--- src/rtl/adim_toplayici.sv ---
// Dial-step collector for the two-lock combination checker: counts right/left steps
// for lock A then lock B. Optional inactivity timeout enabled by `define ADIM_ZAMAN_ASIMI_EN.
module adim_toplayici #(
  parameter int unsigned SAG_MAX     = 7,
  parameter int unsigned SOL_MAX     = 3
`ifdef ADIM_ZAMAN_ASIMI_EN
  ,
  parameter int unsigned ZAMAN_ASIMI = 1000000
`endif
) (
  input  logic       clk,
  input  logic       rst_n,
  input  logic       sag_tus,
  input  logic       sol_tus,
  input  logic       onay_tus,
  input  logic       iptal,
  output logic [5:0] sag_adimlar,
  output logic [3:0] sol_adimlar,
  output logic       gecerli,
  output logic [2:0] asama
);

  typedef enum logic [2:0] {
    BOS   = 3'd0,
    A_SAG = 3'd1,
    A_SOL = 3'd2,
    B_SAG = 3'd3,
    B_SOL = 3'd4,
    HAZIR = 3'd5
  } durum_e;

  typedef struct packed {
    logic [2:0] a_sag;
    logic [1:0] a_sol;
    logic [2:0] b_sag;
    logic [1:0] b_sol;
  } sayac_t;

  durum_e durum_q;
  sayac_t say_q;
  logic   gecerli_q;
  logic   sag_q, sol_q, onay_q;

  logic sag_kenar, sol_kenar, onay_kenar, herhangi_kenar;

  assign sag_kenar      = sag_tus  & ~sag_q;
  assign sol_kenar      = sol_tus  & ~sol_q;
  assign onay_kenar     = onay_tus & ~onay_q;
  assign herhangi_kenar = sag_kenar | sol_kenar | onay_kenar;

  function automatic logic [2:0] sag_art(input logic [2:0] v);
    return (32'(v) >= SAG_MAX) ? v : 3'(v + 3'd1);
  endfunction

  function automatic logic [1:0] sol_art(input logic [1:0] v);
    return (32'(v) >= SOL_MAX) ? v : 2'(v + 2'd1);
  endfunction

`ifdef ADIM_ZAMAN_ASIMI_EN
  localparam logic [19:0] ZAMAN_SON = 20'(ZAMAN_ASIMI - 1);
  logic [19:0] zaman_q;
  logic        aktif;
  assign aktif = (durum_q == A_SAG) || (durum_q == A_SOL) ||
                 (durum_q == B_SAG) || (durum_q == B_SOL);
`endif

  // NOTE: all state uses non-blocking assignments; later assignments in this block
  // deliberately override earlier ones (timeout beats normal stepping).
  always_ff @(posedge clk or negedge rst_n) begin
    if (!rst_n) begin
      durum_q   <= BOS;
      say_q     <= '0;
      gecerli_q <= 1'b0;
      sag_q     <= 1'b0;
      sol_q     <= 1'b0;
      onay_q    <= 1'b0;
`ifdef ADIM_ZAMAN_ASIMI_EN
      zaman_q   <= '0;
`endif
    end else begin
      sag_q  <= sag_tus;
      sol_q  <= sol_tus;
      onay_q <= onay_tus;
      if (iptal) begin
        durum_q   <= BOS;
        say_q     <= '0;
        gecerli_q <= 1'b0;
`ifdef ADIM_ZAMAN_ASIMI_EN
        zaman_q   <= '0;
`endif
      end else begin
        case (durum_q)
          BOS: begin
            if (herhangi_kenar) begin
              durum_q     <= A_SAG;
              say_q       <= '0;
              say_q.a_sag <= sag_kenar ? sag_art(3'd0) : 3'd0;
            end
          end
          A_SAG: begin
            if (sag_kenar)  say_q.a_sag <= sag_art(say_q.a_sag);
            if (onay_kenar) durum_q     <= A_SOL;
          end
          A_SOL: begin
            if (sol_kenar)  say_q.a_sol <= sol_art(say_q.a_sol);
            if (onay_kenar) durum_q     <= B_SAG;
          end
          B_SAG: begin
            if (sag_kenar)  say_q.b_sag <= sag_art(say_q.b_sag);
            if (onay_kenar) durum_q     <= B_SOL;
          end
          B_SOL: begin
            if (sol_kenar) say_q.b_sol <= sol_art(say_q.b_sol);
            if (onay_kenar) begin
              durum_q   <= HAZIR;
              gecerli_q <= 1'b1;
            end
          end
          HAZIR: begin
            if (onay_kenar) begin
              durum_q   <= BOS;
              say_q     <= '0;
              gecerli_q <= 1'b0;
            end
          end
          default: begin
            durum_q   <= BOS;
            say_q     <= '0;
            gecerli_q <= 1'b0;
          end
        endcase
`ifdef ADIM_ZAMAN_ASIMI_EN
        // Every state change is caused by an edge, so clearing on edges covers both.
        if (!aktif || herhangi_kenar) begin
          zaman_q <= '0;
        end else if (zaman_q == ZAMAN_SON) begin
          zaman_q   <= '0;
          durum_q   <= BOS;
          say_q     <= '0;
          gecerli_q <= 1'b0;
        end else begin
          zaman_q <= zaman_q + 20'd1;
        end
`endif
      end
    end
  end

  assign sag_adimlar = {say_q.a_sag, say_q.b_sag};
  assign sol_adimlar = {say_q.a_sol, say_q.b_sol};
  assign gecerli     = gecerli_q;
  assign asama       = durum_q;

endmodule

--- config.mk ---
export PLATFORM = sky130hd
export DESIGN_NAME = adim_toplayici
export DESIGN_NICKNAME = d
export VERILOG_FILES = /design/src/rtl/adim_toplayici.sv
export SDC_FILE = /design/constraint.sdc
export NUM_CORES = 1
export LEC_CHECK = 0
export BUFFER_PORTS_ARGS = -buffer_cell sky130_fd_sc_hd__buf_2
export CAP_MARGIN = 0
export CORE_MARGIN = 2
export CORE_UTILIZATION = 45
export DETAILED_ROUTE_END_ITERATION = 10
export MAX_ROUTING_LAYER = met4
export PLACE_DENSITY = 0.78
export SKIP_CTS_REPAIR_TIMING = 1
export SLEW_MARGIN = 5
export SYNTH_ARGS = -nofsm -noshare
export SYNTH_HDL_FRONTEND = slang
export SYNTH_SLANG_ARGS = --single-unit
--- constraint.sdc ---
create_clock -name clk -period 2.23 [get_ports clk]
set_input_delay 0.446 -clock clk [delete_from_list [all_inputs] [get_ports clk]]
set_output_delay 0.446 -clock clk [all_outputs]
set_load 0.005 [all_outputs]
==> Word level (Yosys, flattened, before mapping) <==
Index checks and enable logic that the tools add are counted.
{ "word_totals": {"output_inout_bits": 14, "input_bits": 6, "wordCells": 89, "register_bits": 17} }
{ "op_classes": {"n_bitwise": 8, "n_eq_ne": 24, "mux": 28, "n_addsub": 4, "order_cmp": 4, "reduce_logical": 12} }
{ "op_table": {"columns": ["operator", "count"], "rows": [
  ["3-bit inequality test (second input constant)", 14],
  ["3-bit two-way mux", 11],
  ["10-bit two-way mux", 3],
  ["3-bit one-hot mux with 4 select lines", 2],
  ["5-bit AND reduction", 4],
  ["3-bit one-hot mux with 6 select lines", 1],
  ["2-bit one-hot mux with 4 select lines", 2],
  ["3-bit OR reduction", 4],
  ["2-bit by 1-bit inequality test with 1-bit output (second input constant)", 5],
  ["2-bit two-way mux", 4],
  ["3-bit by 1-bit adder with 3-bit output (second input constant)", 2],
  ["3-bit by 2-bit == test with 1-bit output (second input constant)", 2],
  ["3-bit == test (second input constant)", 2],
  ["3-bit >= comparator (second input constant)", 2],
  ["6-bit AND reduction", 1],
  ["2-bit by 1-bit adder with 2-bit output (second input constant)", 2],
  ["2-bit >= comparator (second input constant)", 2],
  ["1-bit two-way mux", 4],
  ["4-bit OR reduction", 1],
  ["1-bit bitwise AND", 3],
  ["3-bit by 1-bit == test with 1-bit output (second input constant)", 1],
  ["3-bit logical NOT", 1],
  ["1-bit NOT", 3],
  ["1-bit one-hot mux with 3 select lines", 1],
  ["2 further kinds", 3]
]} }

==> Logic depth before layout (Yosys ltp) <==
{ "logic_depth": {"word_depth": 7, "mapped_depth": 6, "depth_no_buf": 6} }

==> Worst setup path before layout <==
OpenSTA, ideal clock, no wires.
{ "synth_timing": {"path_type": "register -> register", "startpoint": "register say_q (netlist bit sag_adimlar[3])", "endpoint": "register say_q (netlist bit sag_adimlar[3])", "n_path_buf": 0, "setup_time_ps": 121, "path_stages_with_launch": 7, "required_time_ps": 2109, "slack_ps": 322, "synth_period_minus_slack_ps": 1908, "arrival_time_ps": 1787, "cell_sequence": "dfrtp_1 -> ha_1 -> ha_1 -> or4b_4 -> o221ai_2 -> a31oi_2 -> a22o_1"} }
{ "synth_via": {"elab_chain_len": 5, "word_cells_on_any_way": 8, "classes_between": "add/sub (1); order compare (1); eq/ne (1); mux (4); reduce/logical (1)"} }
{ "synth_lines": {"columns": ["item", "line", "rtl"], "rows": [
  ["start: declaration", "40", "sayac_t say_q;"],
  ["3-bit by 1-bit adder with 3-bit output", "52", "return (32'(v) >= SAG_MAX) ? v : 3'(v + 3'd1);"],
  ["3-bit two-way mux", "52", null],
  ["3-bit two-way mux", "101", "if (sag_kenar) say_q.a_sag <= sag_art(say_q.a_sag);"],
  ["3-bit one-hot mux with 4 select lines", "92", "case (durum_q)"],
  ["10-bit two-way mux", "84", "if (iptal) begin"]
]} }
Several ways; a longest one is shown, not always the timed one. The select of a mux whose other input is x is not followed.
A chain may end at the register's enable or synchronous reset.

==> Worst setup path after layout <==
Same ends and word-level chain as after synthesis.

==> flow_metrics.tcl <==
set metrics [dict create \
    netlist_instances 99 \
    rsz0062_at_grt "no" \
    synth_top_area_share_pct 42.1 \
    clock_latency_ns 0.29 \
    yosys_warnings 0 \
    vdd_drop_max_uv 377 \
    cp-startpoint "sag_adimlar[3]$_DFFE_PN0P_" \
    crit_required_ns 2.42 \
    overflow 0 \
    synth_seq_area_share_pct 42.1 \
    via_per_inst 5.99 \
    synthTopCellsByArea "dfrtp_1, ha_1, a22o_1" \
    post-route-period-util_pct 90.7 \
    fin_util_pct 53.9 \
    multi_input_area_um2 546 \
    slew_viol_final 0 \
    dp_hpwl_um 1650 \
    die_area_mm2 0.00264 \
    start_util_pct 46.6 \
    cts.sinks 17 \
    dr.pass1.iters 4 \
    hold_viol 0 \
    gp_congestion 0.831 \
    cts-root-buf "clkbuf_4" \
    netlist-cell-type-count 41 \
    drt_iter0_markers 25 \
    seq_power_share_pct 55.9 \
    grt_pass1_vias 860 \
    routed_wl_um 2180 \
    ff_latch_area_um2 425 \
    clk_path_buf_depth 2 \
    num_rows 17 \
    fin_nets 133 \
    grt_pass1_wl_um 3780 \
    antenna_found_initial 0 \
    cts_max_level 1 \
    startpoint_type "register" \
    power.density_mw_per_mm2 511 \
    worstSetupEndpointType "register" \
    numCtsBuffers 3 \
    async_flop_share_pct 100 \
    diodes 0 \
    synthTopCellsByCount "dfrtp_1, ha_1, a21oi_1, a22o_1, inv_1" \
    syn_area_per_cell_um2 10.2 \
    combinationalPowerShare_pct 16.5 \
    tightest_slew_ns 0.472 \
    drc_errors 0 \
    netlist_area_mm2 0.00101 \
    fillers 217 \
    die_w_um 51.4 \
    cts_tree "built" \
    syn_to_final_growth_pct 15.7 \
    p_total_w 0.000598 \
    synth_enable_flop_cells 0 \
    fin_skew_ns 0.00296 \
    ys.flop_type "dfrtp_1" \
    coreArea_mm2 0.00217 \
    status "complete, no violations" \
    net-switching-power_w 0.000169 \
    path_clk_slew_ns 0.10 \
    finalSetupViolCount 0 \
    num_vias 887 \
    rrSetupSlack_ns 0.21 \
    synth-seq-cells 17 \
    drv_cap 0 \
    synthMostInstantiatedCell "dfrtp_1" \
    dieHeight_um 51.4 \
    path_class "register to register" \
    grt_start_max_net_pins 18 \
    synth_area_leader_cell "dfrtp_1" \
    cp_max_fo 5 \
    drive_gt1_share_pct 26.7 \
    fmax_mhz 494 \
    track_usage_pct 19.8 \
    p_leak_nw 0.576 \
    tns_ns 0 \
    ios 20 \
    ant_nets 0 \
    crit_arrival_ns 2.21 \
    internal_power_w 0.000429 \
    max_slew_margin_pct 68.3 \
    switching_share_pct 28.3 \
    syn_nets 111 \
    port_buffers 19 \
    rr_startpoint "sag_adimlar[3]$_DFFE_PN0P_" \
    wl_per_cell_um 14.8 \
    pwr-share-clk_pct 27.6 \
    timing.hold.ws_ns 0.0567 \
    hold_path_class "input port to async pin" \
    fin_crit_ns 2.02 \
]
sequential cells by signal (all words and copies together) (netlist names):
name	flops
asama	3
gecerli	1
onay_q	1
sag_adimlar	6
sag_q	1
sol_adimlar	4
sol_q	1
placed cells by master (no fill, tap or decap), types with 2 or more instances in the layout:
| cell | synthesis | final |
|---|---|---|
| buf_2 | 2 | 19 |
| dfrtp_1 | 17 | 17 |
| ha_1 | 6 | 6 |
| a21oi_1 | 5 | 5 |
| inv_1 | 4 | 4 |
| a22o_1 | 4 | 4 |
| nor2_1 | 3 | 3 |
| nand2b_1 | 3 | 3 |
| and3_1 | 3 | 3 |
| o211ai_1 | 3 | 3 |
| nand2_1 | 3 | 3 |
| nor4_1 | 3 | 3 |
| o21ai_1 | 3 | 3 |
| nor3_1 | 3 | 3 |
| a22oi_1 | 3 | 3 |
| clkbuf_4 | 0 | 3 |
| buf_4 | 0 | 3 |
| nand4b_1 | 2 | 2 |
| nor3b_1 | 2 | 2 |
| o21ai_0 | 2 | 2 |
| a31oi_1 | 2 | 2 |
| nand4_1 | 2 | 2 |
| nor2b_1 | 2 | 2 |
path summary, 6_finish.rpt:
path / cells after the start / to
setup / recovery: 6 / sag_adimlar[3]$_DFFE_PN0P_
hold / removal: 1 / sag_adimlar[4]$_DFFE_PN0P_
setup reg to reg: 6 / sag_adimlar[3]$_DFFE_PN0P_
hold reg to reg: 1 / sol_adimlar[3]$_DFFE_PN0P_
max in group asynchronous: 1 / sol_adimlar[3]$_DFFE_PN0P_
min in group clk: 1 / sag_q$_DFF_PN0_
layout make-up:
cell class              count  share of cell area, %
flip-flops and latches     17                   36.4
inverters                   5                   1.60
multi-input cells          72                   46.6
well taps                  28                   2.99
clock buffers               3                   1.93
repair buffers             22                   10.1
clock inverters             1                  0.428
power by group through the flow:
stage	sequential, W	combinational (W)	clock (W)
after floorplan	0.000337	0.0000637	0
after global placement	0.000339	0.0000949	0
after detailed placement	0.000339	0.0000984	0
after CTS	0.000334	0.0000984	0.000170
after global routing	0.000336	0.000110	0.000186
final	0.000334	0.0000986	0.000165
through the flow:
step | std cells | instance area, um2 | worst slack [ns]
2_1_floorplan | 99 | 1010 | 0.322
3_3_place_gp | 144 | 1140 | 0.305
3_5_place_dp | 144 | 1140 | 0.230
4_1_cts | 148 | 1170 | 0.213
5_1_grt | 148 | 1170 | 0.134
6_report | 148 | 1170 | 0.207
cell families after synthesis:
family          after synthesis  synth area share (%)
xor+xnor                      1                 0.866
fa+ha+maj                     6                  7.43
flops                        17                  42.1
mux                           1                  1.11
simple gates                 34                  22.8
compound gates               30                  21.8
buf+inv                      10                  3.96
layer usage:
layer | global-route usage, % | up-vias | wire length [um]
li1 | - | 427 | -
met1 | 26.1 | 420 | 1040
met2 | 28.8 | 36 | 979
met3 | 2.92 | 4 | 125
met4 | 11.8 | 0 | 41
met5 | - | - | 0
worst max-delay path, stage by stage (launching register included):
cell      delay (ns)
dfrtp_1         0.43
ha_1            0.23
ha_1            0.20
or4b_4          0.53
o221ai_2        0.16
a31oi_2         0.13
a22o_1          0.25
Note: power is estimated with default switching activity, not from simulation.
